$ cat config.mk
export PLATFORM = sky130hd
export DESIGN_NAME = regfile_write_arbiter_flat
export DESIGN_NICKNAME = d
export VERILOG_FILES = /design/src/rtl/regfile_write_arbiter_if.sv /design/src/rtl/regfile_write_arbiter.sv /design/src/flat_wrapper.sv
export SDC_FILE = /design/constraint.sdc
export NUM_CORES = 1
export LEC_CHECK = 0
export CORE_AREA = 2 2 142 144
export DETAILED_ROUTE_END_ITERATION = 10
export DIE_AREA = 0 0 144 146
export PLACE_DENSITY = 0.68
export SLEW_MARGIN = 5
export SYNTH_ARGS = -nofsm -noshare
export SYNTH_HDL_FRONTEND = slang
export SYNTH_SLANG_ARGS = --single-unit
export TNS_END_PERCENT = 1
$ cat constraint.sdc
create_clock -name clk -period 4.2 [get_ports clk]
set_clock_uncertainty 0.05 [all_clocks]
set_input_delay 1.05 -clock clk [delete_from_list [all_inputs] [get_ports clk]]
set_output_delay 1.05 -clock clk [all_outputs]
set_load 0.005 [all_outputs]
$ cat src/rtl/regfile_write_arbiter_if.sv
// Write-port bus between the write-back requesters and the register-file write arbiter.
// The slave side is the arbiter; the master side is the requester group.
interface regfile_write_arbiter_if #(
    parameter int NREQ  = 4,
    parameter int WIDTH = 64,
    parameter int ADDRW = 5
);
    logic [NREQ-1:0]       req;
    logic [NREQ*ADDRW-1:0] reqAddr;
    logic [NREQ*WIDTH-1:0] reqData;
    logic                  freeze;
    logic [NREQ-1:0]       grant;
    logic                  regWrite;
    logic [ADDRW-1:0]      writeReg;
    logic [WIDTH-1:0]      writeData;
    logic [3:0]            busyCount;

    modport master (
        output req, reqAddr, reqData, freeze,
        input  grant, regWrite, writeReg, writeData, busyCount
    );

    modport slave (
        input  req, reqAddr, reqData, freeze,
        output grant, regWrite, writeReg, writeData, busyCount
    );
endinterface

$ cat src/rtl/regfile_write_arbiter.sv
// Round-robin arbiter sharing the register file's single write port; registered write outputs.
// Optional macro REGFILE_ARB_ZERO_DROP_EN suppresses regWrite for writes to register 31.
module regfile_write_arbiter #(
    parameter int NREQ  = 4,
    parameter int WIDTH = 64,
    parameter int ADDRW = 5
) (
    input  logic                  clk,
    input  logic                  reset,
    regfile_write_arbiter_if.slave bus
);
    localparam int PTRW = (NREQ > 1) ? $clog2(NREQ) : 1;
    localparam logic [ADDRW-1:0] ZERO_REG = ADDRW'(31);

    logic [PTRW-1:0]  ptr_q, ptr_d;
    logic             regWrite_q, regWrite_d;
    logic [ADDRW-1:0] writeReg_q, writeReg_d;
    logic [WIDTH-1:0] writeData_q, writeData_d;
    logic [3:0]       busyCount_q, busyCount_d;

    logic [NREQ-1:0]  grantComb;
    logic [PTRW-1:0]  gIdx;
    logic [PTRW-1:0]  idx;
    logic             anyGrant;
    logic [ADDRW-1:0] addrSel;
    logic [WIDTH-1:0] dataSel;

    // Search starts at ptr and wraps; the first pending requester wins.
    always_comb begin
        grantComb = '0;
        gIdx      = '0;
        idx       = '0;
        anyGrant  = 1'b0;
        if (reset && !bus.freeze) begin
            for (int k = 0; k < NREQ; k++) begin
                idx = PTRW'((int'(ptr_q) + k) % NREQ);
                if (!anyGrant && bus.req[idx]) begin
                    grantComb[idx] = 1'b1;
                    gIdx           = idx;
                    anyGrant       = 1'b1;
                end
            end
        end
    end

    assign addrSel = bus.reqAddr[int'(gIdx)*ADDRW +: ADDRW];
    assign dataSel = bus.reqData[int'(gIdx)*WIDTH +: WIDTH];

    always_comb begin
        regWrite_d  = 1'b0;
        writeReg_d  = writeReg_q;
        writeData_d = writeData_q;
        ptr_d       = ptr_q;
        if (anyGrant) begin
`ifdef REGFILE_ARB_ZERO_DROP_EN
            regWrite_d = (addrSel != ZERO_REG);
`else
            regWrite_d = 1'b1;
`endif
            writeReg_d  = addrSel;
            writeData_d = dataSel;
            ptr_d       = (int'(gIdx) == NREQ - 1) ? '0 : gIdx + PTRW'(1);
        end
    end

    // Only a frozen cycle with a pending request can leave a request unserved.
    always_comb begin
        if (anyGrant || !(|bus.req))
            busyCount_d = 4'd0;
        else if (busyCount_q == 4'd15)
            busyCount_d = busyCount_q;
        else
            busyCount_d = busyCount_q + 4'd1;
    end

    always_ff @(posedge clk) begin
        if (!reset) begin
            ptr_q       <= '0;
            regWrite_q  <= 1'b0;
            writeReg_q  <= '0;
            writeData_q <= '0;
            busyCount_q <= 4'd0;
        end else begin
            ptr_q       <= ptr_d;
            regWrite_q  <= regWrite_d;
            writeReg_q  <= writeReg_d;
            writeData_q <= writeData_d;
            busyCount_q <= busyCount_d;
        end
    end

    assign bus.grant     = grantComb;
    assign bus.regWrite  = regWrite_q;
    assign bus.writeReg  = writeReg_q;
    assign bus.writeData = writeData_q;
    assign bus.busyCount = busyCount_q;
endmodule
$ cat src/flat_wrapper.sv
// flat-port wrapper written by rule: the top's interface ports become plain ports
module regfile_write_arbiter_flat 
#(
    parameter int NREQ  = 4,
    parameter int WIDTH = 64,
    parameter int ADDRW = 5
)
  (clk, reset, bus_req, bus_reqAddr, bus_reqData, bus_freeze, bus_grant, bus_regWrite, bus_writeReg, bus_writeData, bus_busyCount);
  regfile_write_arbiter_if #(.NREQ(NREQ), .WIDTH(WIDTH), .ADDRW(ADDRW)) bus_i ();
  input  logic clk;
  input  logic reset;
  input wire logic [$bits(bus_i.req)-1:0] bus_req;
  input wire logic [$bits(bus_i.reqAddr)-1:0] bus_reqAddr;
  input wire logic [$bits(bus_i.reqData)-1:0] bus_reqData;
  input wire logic [$bits(bus_i.freeze)-1:0] bus_freeze;
  output wire logic [$bits(bus_i.grant)-1:0] bus_grant;
  output wire logic [$bits(bus_i.regWrite)-1:0] bus_regWrite;
  output wire logic [$bits(bus_i.writeReg)-1:0] bus_writeReg;
  output wire logic [$bits(bus_i.writeData)-1:0] bus_writeData;
  output wire logic [$bits(bus_i.busyCount)-1:0] bus_busyCount;
  assign bus_i.req = bus_req;
  assign bus_i.reqAddr = bus_reqAddr;
  assign bus_i.reqData = bus_reqData;
  assign bus_i.freeze = bus_freeze;
  assign bus_grant = bus_i.grant;
  assign bus_regWrite = bus_i.regWrite;
  assign bus_writeReg = bus_i.writeReg;
  assign bus_writeData = bus_i.writeData;
  assign bus_busyCount = bus_i.busyCount;
  regfile_write_arbiter #(.NREQ(NREQ), .WIDTH(WIDTH), .ADDRW(ADDRW)) u_core (.clk(clk), .reset(reset), .bus(bus_i));
endmodule
# --- Word-level counts from Yosys, hierarchy flattened ---
# Cells that the tools add are included.
op_classes:
  addsub: 5
  mul: 1
  magnitude_cmp: 8
  eq_ne: 2
  shifts: 2
  n_mux: 39
  bitwise_logic: 4
  reduce_logical: 16
ops:
  columns: ["op", "n"]
  rows:
  - ["indexed part select 256 x 9 -> 64 bit", 1]
  - ["two-way mux 4 bit", 8]
  - ["indexed part select 20 x 32 -> 5 bit", 1]
  - ["two-way mux 1 bit", 17]
  - ["less-than comparator 2 x 3 -> 1 bit (second input constant)", 4]
  - ["two-way mux 2 bit", 6]
  - ["bitwise OR 4 bit", 3]
  - ["binary-select mux 1 bit (select 2 bit)", 4]
  - ["demux 1 bit (select 2 bit)", 4]
  - [">= comparator 2 x 1 -> 1 bit (second input constant)", 4]
  - ["logical AND 1 bit", 8]
  - ["logical NOT 1 bit", 5]
  - ["multiplier 2 x 3 -> 5 bit (second input constant)", 1]
  - ["adder 2 x 1 -> 2 bit (second input constant)", 2]
  - ["adder 2 bit (second input constant)", 2]
  - ["adder 4 x 1 -> 4 bit (second input constant)", 1]
  - ["== test 4 bit (second input constant)", 1]
  - ["OR reduction 4 bit", 1]
  - ["== test 2 x 1 -> 1 bit (second input constant)", 1]
  - ["OR reduction 2 bit", 1]
  - ["logical OR 1 bit", 1]
  - ["inverter 1 bit", 1]
word_totals:
  regBits: 76
  inputBits: 283
  output_inout_bits: 78
  elab_cells: 82

# --- Longest topological paths before layout ---
# Gate-level depths: netlist (run 1).
depth:
  depth_word: 18
  depth_mapped: 13
  mapped_depth_nobuf: 8

# --- Worst setup path before layout (run 1) ---
# Ideal clock, no wire load.
synth_path:
  kind: "reg2out"
  start: "register u_core.ptr_q[0]"
  end: "output port bus_grant[0]"
  t_arrival_ns: 2.490
  t_required_ns: 3.100
  path_slack_ns: 0.610
  path_stages_with_launch: 12
  n_path_buf: 3
  cell_sequence: "dfxtp_1 -> buf_2 -> buf_2 -> inv_1 -> ha_1 -> clkbuf_1 -> or3b_2 -> o21ai_0 -> a31oi_1 -> o22ai_1 -> a221oi_1 -> nor2_1"
synth_via:
  elab_chain_cells: 16
  word_cells_on_any_way: 54
  classes_between: "add/sub: 3; order compare: 8; mux: 30; bitwise: 3; reduce/logical: 10"
synth_rtl:
  columns: ["element", "line_no", "rtl"]
  rows:
  - ["start, declared", "regfile_write_arbiter.sv:15", "logic [PTRW-1:0] ptr_q, ptr_d;"]
  - ["start signal, assigned", "regfile_write_arbiter.sv:84", "ptr_q <= ptr_d;"]
  - ["parallel branches: the longest is 14 deep, another holds less-than comparator 2 x 3 -> 1 bit", null, null]
  - ["two-way mux 4 bit *", "regfile_write_arbiter.sv:37", "if (!anyGrant && bus.req[idx]) begin"]
  - ["two-way mux 4 bit *", "regfile_write_arbiter.sv:34", "if (reset && !bus.freeze) begin"]
  - ["end, declared", "flat_wrapper.sv:16", "output wire logic [$bits(bus_i.grant)-1:0] bus_grant;"]
# Mark *: on every way between the ends. The select of a mux whose other input is x is not followed.

# --- Worst setup path in the final report (run 1) ---
layout_path:
  start: "input port bus_req[0]"
  end: "output port bus_grant[0]"
layout_via:
  elab_chain_cells: 16
  word_cells_on_any_way: 31
  classes_between: "mux: 22; bitwise: 3; reduce/logical: 6"
layout_rtl:
  columns: ["element", "line_no", "rtl"]
  rows:
  - ["start, declared", "flat_wrapper.sv:12", "input wire logic [$bits(bus_i.req)-1:0] bus_req;"]
  - ["binary-select mux 1 bit (select 2 bit)", "regfile_write_arbiter.sv:37", null]
  - ["two-way mux 1 bit (not written as such)", "regfile_write_arbiter.sv:37", null]
  - ["two-way mux 1 bit", "regfile_write_arbiter.sv:37", null]
  - ["two-way mux 1 bit", "regfile_write_arbiter.sv:34", null]
  - ["logical NOT 1 bit", "regfile_write_arbiter.sv:37", null]
  - ["logical AND 1 bit", "regfile_write_arbiter.sv:37", null]
  - ["two-way mux 1 bit", "regfile_write_arbiter.sv:37", null]
  - ["two-way mux 1 bit", "regfile_write_arbiter.sv:34", null]
  - ["logical NOT 1 bit", "regfile_write_arbiter.sv:37", null]
  - ["logical AND 1 bit", "regfile_write_arbiter.sv:37", null]
  - ["two-way mux 1 bit", "regfile_write_arbiter.sv:37", null]
  - ["two-way mux 1 bit", "regfile_write_arbiter.sv:34", null]
  - ["logical NOT 1 bit", "regfile_write_arbiter.sv:37", null]
  - ["logical AND 1 bit", "regfile_write_arbiter.sv:37", null]
  - ["two-way mux 4 bit *", "regfile_write_arbiter.sv:37", null]
  - ["two-way mux 4 bit *", "regfile_write_arbiter.sv:34", null]
# Mark *: on every way between the ends. The rest lies on a longest branch, timed or not. The select of a mux whose other input is x is not followed.

==> out/metrics.yaml, run 1 <==
slew_viol_final: 0
cts_buffers: 9
avgSynthCellArea_sq_um: 8.65
synthCells: 576
die_h_um: 146
worst_slew_margin_rel: 0.629
rr_worst_depth: 10
rows: 51
synth.ff_latch_count: 76
die_w_um: 144
cts.sinks: 76
grt_pass1_vias: 6047
muxShareOfSynthArea: 0.176
clock_tree.buffer_depth: 2
min_from: "u_core.bus.writeData[32]"
wirelength_mm: 22.7
synth-warning-count: 0
dieArea_sq_um: 21000
post-cts-setup-buffers: 0
first_iter_violations: 296
p_per_area_nw_per_um2: 344
period_share: 0.980
synth_top_cell_by_area: "dfxtp_1"
min_to: "u_core.bus.writeData[32]"
fill_cells: 1884
min_period_ns: 4.12
worstReg2RegEnd: "u_core.bus.writeData[62]"
cts_tree: "yes"
cp-end-kind: "output port"
synth_top_area_share: 0.305
synthArstFlopShare: 0
tns_ns: 0
critPathMaxFanout: 7
tightest_slew_ns: 0.556
setup_slack_ns: 0.0821
dp_hpwl_mm: 16.3
status: "complete, no violations"
synth_compound_area_frac: 0.316
start_kind: "input port"
fin_area_sq_um: 9290
grt_antenna_before_repair: 0
grt_pass1_wl_mm: 33.6
ys.flop_type: "dfxtp_1"
vias: 6150
n_antenna_cell: 0
worstHoldPathCells: 1
placed_cell_area_sq_um: 8970
yosys-top-cells-count: "dfxtp_1 (76), o21ai_0 (74), a21oi_1 (72), nand3_1 (72), a221o_1 (69)"
timing.rr.start: "u_core.ptr_q[0]"
maxCapViolCount: 0
ys_top_cells_by_area: "dfxtp_1 (31%), a221o_1 (14%), mux2_2 (13%)"
post-route-util: 0.480
drive_above_1_share: 0.129
gp_congestion: 0.867
initial_utilization: 0.258
synthXorXnorAreaFrac: 0.00352
crit_arrival_ns: 3.02
synth_cell_types: 41
grt_util_all_layers: 0.204
setup_viol: 0
synthSimpleGateAreaFrac: 0.115
finalPower_mw: 3.20
cts.reportedPaths.clkPinSlew_ns: 0.06
insertion_delay_ns: 0.34
ant_nets: 0
synthAdderAreaFrac: 0.0226
irDropWorstVdd_mv: 0.165
viasPerCell: 5.21
hold_path_class: "flip-flop to flip-flop"
grt-ovfl-total: 0
wl_per_cell_um: 19.3
layout.nets: 1203
root_buffer: "clkbuf_16"
synth_edf_count: 0
io_buffers: 360
dp_slack_ns: -0.186
netlist_area_sq_um: 4980
critPathKind: "input port to output port"
leakagePower_nw: 3.52
ios: 361
clock.fmax_ghz: 0.243
synthesis.nets: 868
dp.cells: 1165
drtPass1Iterations: 5
core_area_sq_um: 19300
rrSetupSlack_ns: 1.09
finalHoldViolations: 0
area_delta_synth_final_pct: 86.4
grt_max_degree: 71
yosysSeqAreaShare: 0.305
fin_cells: 1181
cts_max_level: 3
synth_top_family_by_area: "compound AO/OA/AOI/OAI gates"
timing.hold.ws_ns: 0.435
drc: 0
required_ns: 3.10
synth.most_common_cell: "dfxtp_1"
==> cells by family after synthesis <==
family,count (synthesis)
compound gates,234
fa+ha+maj,9
xor+xnor,2
mux,74
simple gates,112
buf+inv,69
flops,76
==> how the worst max path moves through the flow <==
stage	start	endpoint	slack, ns	depth (start not counted)
after floorplan	u_core.ptr_q[0]	bus_grant[0]	0.61	11
after global placement	bus_req[2]	bus_grant[3]	-0.14	8
after detailed placement	bus_req[2]	bus_grant[1]	-0.19	8
after CTS	bus_req[2]	bus_grant[3]	0.05	9
after global routing	bus_req[0]	bus_grant[2]	-0.006	9
final	bus_req[0]	bus_grant[0]	0.08	9
==> power breakdown <==
part           leakage (nW)  total (mW)  switching, mW  internal [mW]
clock                 0.146       0.804          0.324          0.479
combinational          2.74        1.44          0.592          0.852
sequential            0.626       0.952         0.0808          0.871
==> timing repair <==
action / in CTS / in global routing
pin swaps: 0 / 0
gates resized for setup: 6 / 3
setup endpoints to repair: 4 / 4
hold buffers: 0 / 0
==> cell usage in the layout, fill, tap and decap left out, drive strengths merged, types with 6 or more instances in the layout <==
master,netlist,layout
mux2,69,69
a21oi,72,72
clkdlybuf4s50,0,355
nor2,15,15
o21ai,75,75
ha,9,9
clkbuf,44,11
a221o,69,69
nand3,72,72
buf,20,28
inv,5,6
dfxtp,76,76
nand2,6,6
==> metal layers <==
metal	share of wire	global-route usage	vias up
met3	0.090	0.0494	35
met1	0.40	0.245	2912
li1	-	-	2908
met2	0.48	0.348	295
met5	0	0	-
met4	0.027	0.0794	0
==> area by class of cell <==
cell class,count,area [sq um],share of cell area
clock buffers,11,243,0.0261
clock inverters,5,60.1,0.00647
inverters,5,18.8,0.00202
multi-input cells,431,3210,0.346
flip-flops and latches,76,1520,0.164
well taps,265,332,0.0357
repair buffers,388,3900,0.420
==> registers in the layout, summed over array words and instances, names as in the netlist <==
name and cells:
u_core.bus.busyCount 4, u_core.bus.regWrite 1, u_core.bus.writeData 64, u_core.bus.writeReg 5, u_core.ptr_q 2
==> worst max-delay path: stages <==
cell	delay, ns
clkdlybuf4s50_1	0.54
buf_4	0.17
inv_1	0.06
and4_1	0.16
a31oi_1	0.21
o22ai_2	0.17
a221oi_1	0.33
nor2_1	0.06
dlygate4sd2_1	0.27
Note: power is estimated with default switching activity, not from simulation.
==> run 2, diff against run 1 <==
- CORE_AREA: 2 2 142 144 -> 2 2 140 142
- DIE_AREA: 0 0 144 146 -> 0 0 142 144
- PLACE_DENSITY: 0.68 -> 0.69
- clock period: 4.2 -> 5.25 ns (I/O delays scaled with it)
==> run 2 against run 1 <==
  * First-iteration DRC count is 52% higher
  * Non-clock buffer count down 13
  * Highest routed layer unchanged
  * Critical path type unchanged
  * Core utilization decreased by 0.35 points
  * Critical endpoint is now bus_grant[1]
  * Design area is 2.0% lower
==> out/metrics.yaml, run 2 (synthesis gave the netlist of run 1 again) <==
status: "complete, no violations"
wl_met1_mm: 9.12
initial_utilization: 0.261
cts_resized: 0
pwr-share-comb: 0.426
clock_tree.buffer_depth: 2
drc: 0
dp_hpwl_mm: 15.6
finalHoldViolations: 0
multiInputGateArea_sq_um: 3190
cts_tree: "yes"
slew_viol_final: 0
required_ns: 3.89
netSwitchingPower_mw: 0.776
first_iter_violations: 449
clkPwrFrac: 0.273
cp-end-kind: "output port"
grt_pass1_wl_mm: 32.6
irDropWorstVdd_mv: 0.131
p_int_mw: 1.78
rr_worst_depth: 9
drive_above_1_share: 0.113
n_antenna_cell: 0
wirelength_mm: 22.0
core_area_sq_um: 19100
setup_viol: 0
die_w_um: 142
seq_power_share: 0.301
finalPower_mw: 2.55
critPathMaxFanout: 8
grt-ovfl-total: 0
insertion_delay_ns: 0.34
leakagePower_nw: 3.40
period_share: 0.976
hold_path_class: "flip-flop to flip-flop"
io_buffers: 360
mostFrequentLayoutCells: "clkdlybuf4s50_1 (360), dfxtp_1 (76), o21ai_0 (73)"
met3_length_mm: 1.81
p_per_area_nw_per_um2: 280
sw_frac_of_total: 0.304
tns_ns: 0
drtPass1Iterations: 5
timing.rr.start: "u_core.ptr_q[1]"
cts_buffers: 9
rsz0062_at_grt: "no"
worstReg2RegEnd: "u_core.bus.writeData[9]"
fill_cells: 1843
area_delta_synth_final_pct: 82.6
wl_met2_mm: 10.6
tightest_slew_ns: 0.744
maxCapViolCount: 0
seq_area_sq_um: 1520
layout_commonest_cell: "clkdlybuf4s50_1"
viasPerCell: 5.26
cts.sinks: 76
wl_per_cell_um: 19.3
die_h_um: 144
post-cts-setup-buffers: 0
ant_nets: 0
rrSetupSlack_ns: 1.57
vias: 6002
crit_arrival_ns: 3.76
worstSetupStartpoint: "bus_req[2]"
grt_antenna_before_repair: 0
critPathKind: "input port to output port"
min_period_ns: 5.13
cp-endpoint: "bus_grant[1]"
clock.fmax_ghz: 0.195
cts_max_level: 3
highest_layer: "met4"
layout.nets: 1190
dieArea_sq_um: 20400
grt_pass1_vias: 5875
gp_congestion: 0.834
timing.hold.ws_ns: 0.432
largest_reg_flops: 64
grt_util_all_layers: 0.203
ios: 361
ctsHoldBuffers: 0
root_buffer: "clkbuf_16"
worst_slew_margin_rel: 0.504
start_kind: "input port"
grt_max_degree: 71
cts.reportedPaths.clkPinSlew_ns: 0.06
rows: 51
-- run 2: per-layer routing --
layer / global-route usage / up-vias
li1: - / 2889
met1: 0.252 / 2800
met3: 0.0487 / 29
met2: 0.346 / 284
met5: 0 / -
met4: 0.0700 / 0
-- run 2: power by group through the flow --
stage | sequential [mW] | clock, mW | combinational (mW)
final | 0.769 | 0.696 | 1.09
after global routing | 0.784 | 0.745 | 1.17
after CTS | 0.768 | 0.716 | 1.10
after detailed placement | 0.778 | 0 | 1.09
after global placement | 0.776 | 0 | 1.08
after floorplan | 0.782 | 0 | 0.496
-- run 2: final cells by class --
class | instances | share of cell area
multi-input cells | 431 | 0.351
well taps | 238 | 0.0327
inverters | 5 | 0.00206
repair buffers | 375 | 0.411
flip-flops and latches | 76 | 0.167
clock inverters | 5 | 0.00921
clock buffers | 11 | 0.0267
-- run 2: worst max-delay path, stage by stage --
cell             delay, ns
clkdlybuf4s50_1       0.62
or3b_2                0.48
o21ai_0               0.10
a31oi_1               0.11
o22ai_1               0.34
a221oi_1              0.15
nor2_1                0.13
clkdlybuf4s50_1       0.53
-- run 2: worst min-delay path by stage --
stage          slack (ns)  cells after the start                      from                        to
2_1_floorplan        0.43                      1  u_core.bus.writeData[50]  u_core.bus.writeData[50]
3_3_place_gp         0.42                      1   u_core.bus.writeData[5]   u_core.bus.writeData[5]
3_5_place_dp         0.42                      1  u_core.bus.writeData[50]  u_core.bus.writeData[50]
4_1_cts              0.44                      1  u_core.bus.writeData[17]  u_core.bus.writeData[17]
5_1_grt              0.45                      1  u_core.bus.writeData[52]  u_core.bus.writeData[52]
6_report             0.43                      1  u_core.bus.writeData[17]  u_core.bus.writeData[17]
-- run 2: stage by stage --
| stage | setup WS, ns | area, sq um | cells | utilization |
|---|---|---|---|---|
| 5_1_grt | 0.0286 | 9100 | 1141 | 0.477 |
| 2_1_floorplan | 1.34 | 4980 | 576 | - |
| 6_report | 0.125 | 9100 | 1141 | 0.477 |
| 3_3_place_gp | 0.286 | 8770 | 1125 | 0.460 |
| 3_5_place_dp | 0.204 | 8770 | 1125 | 0.460 |
| 4_1_cts | 0.197 | 9100 | 1141 | 0.477 |
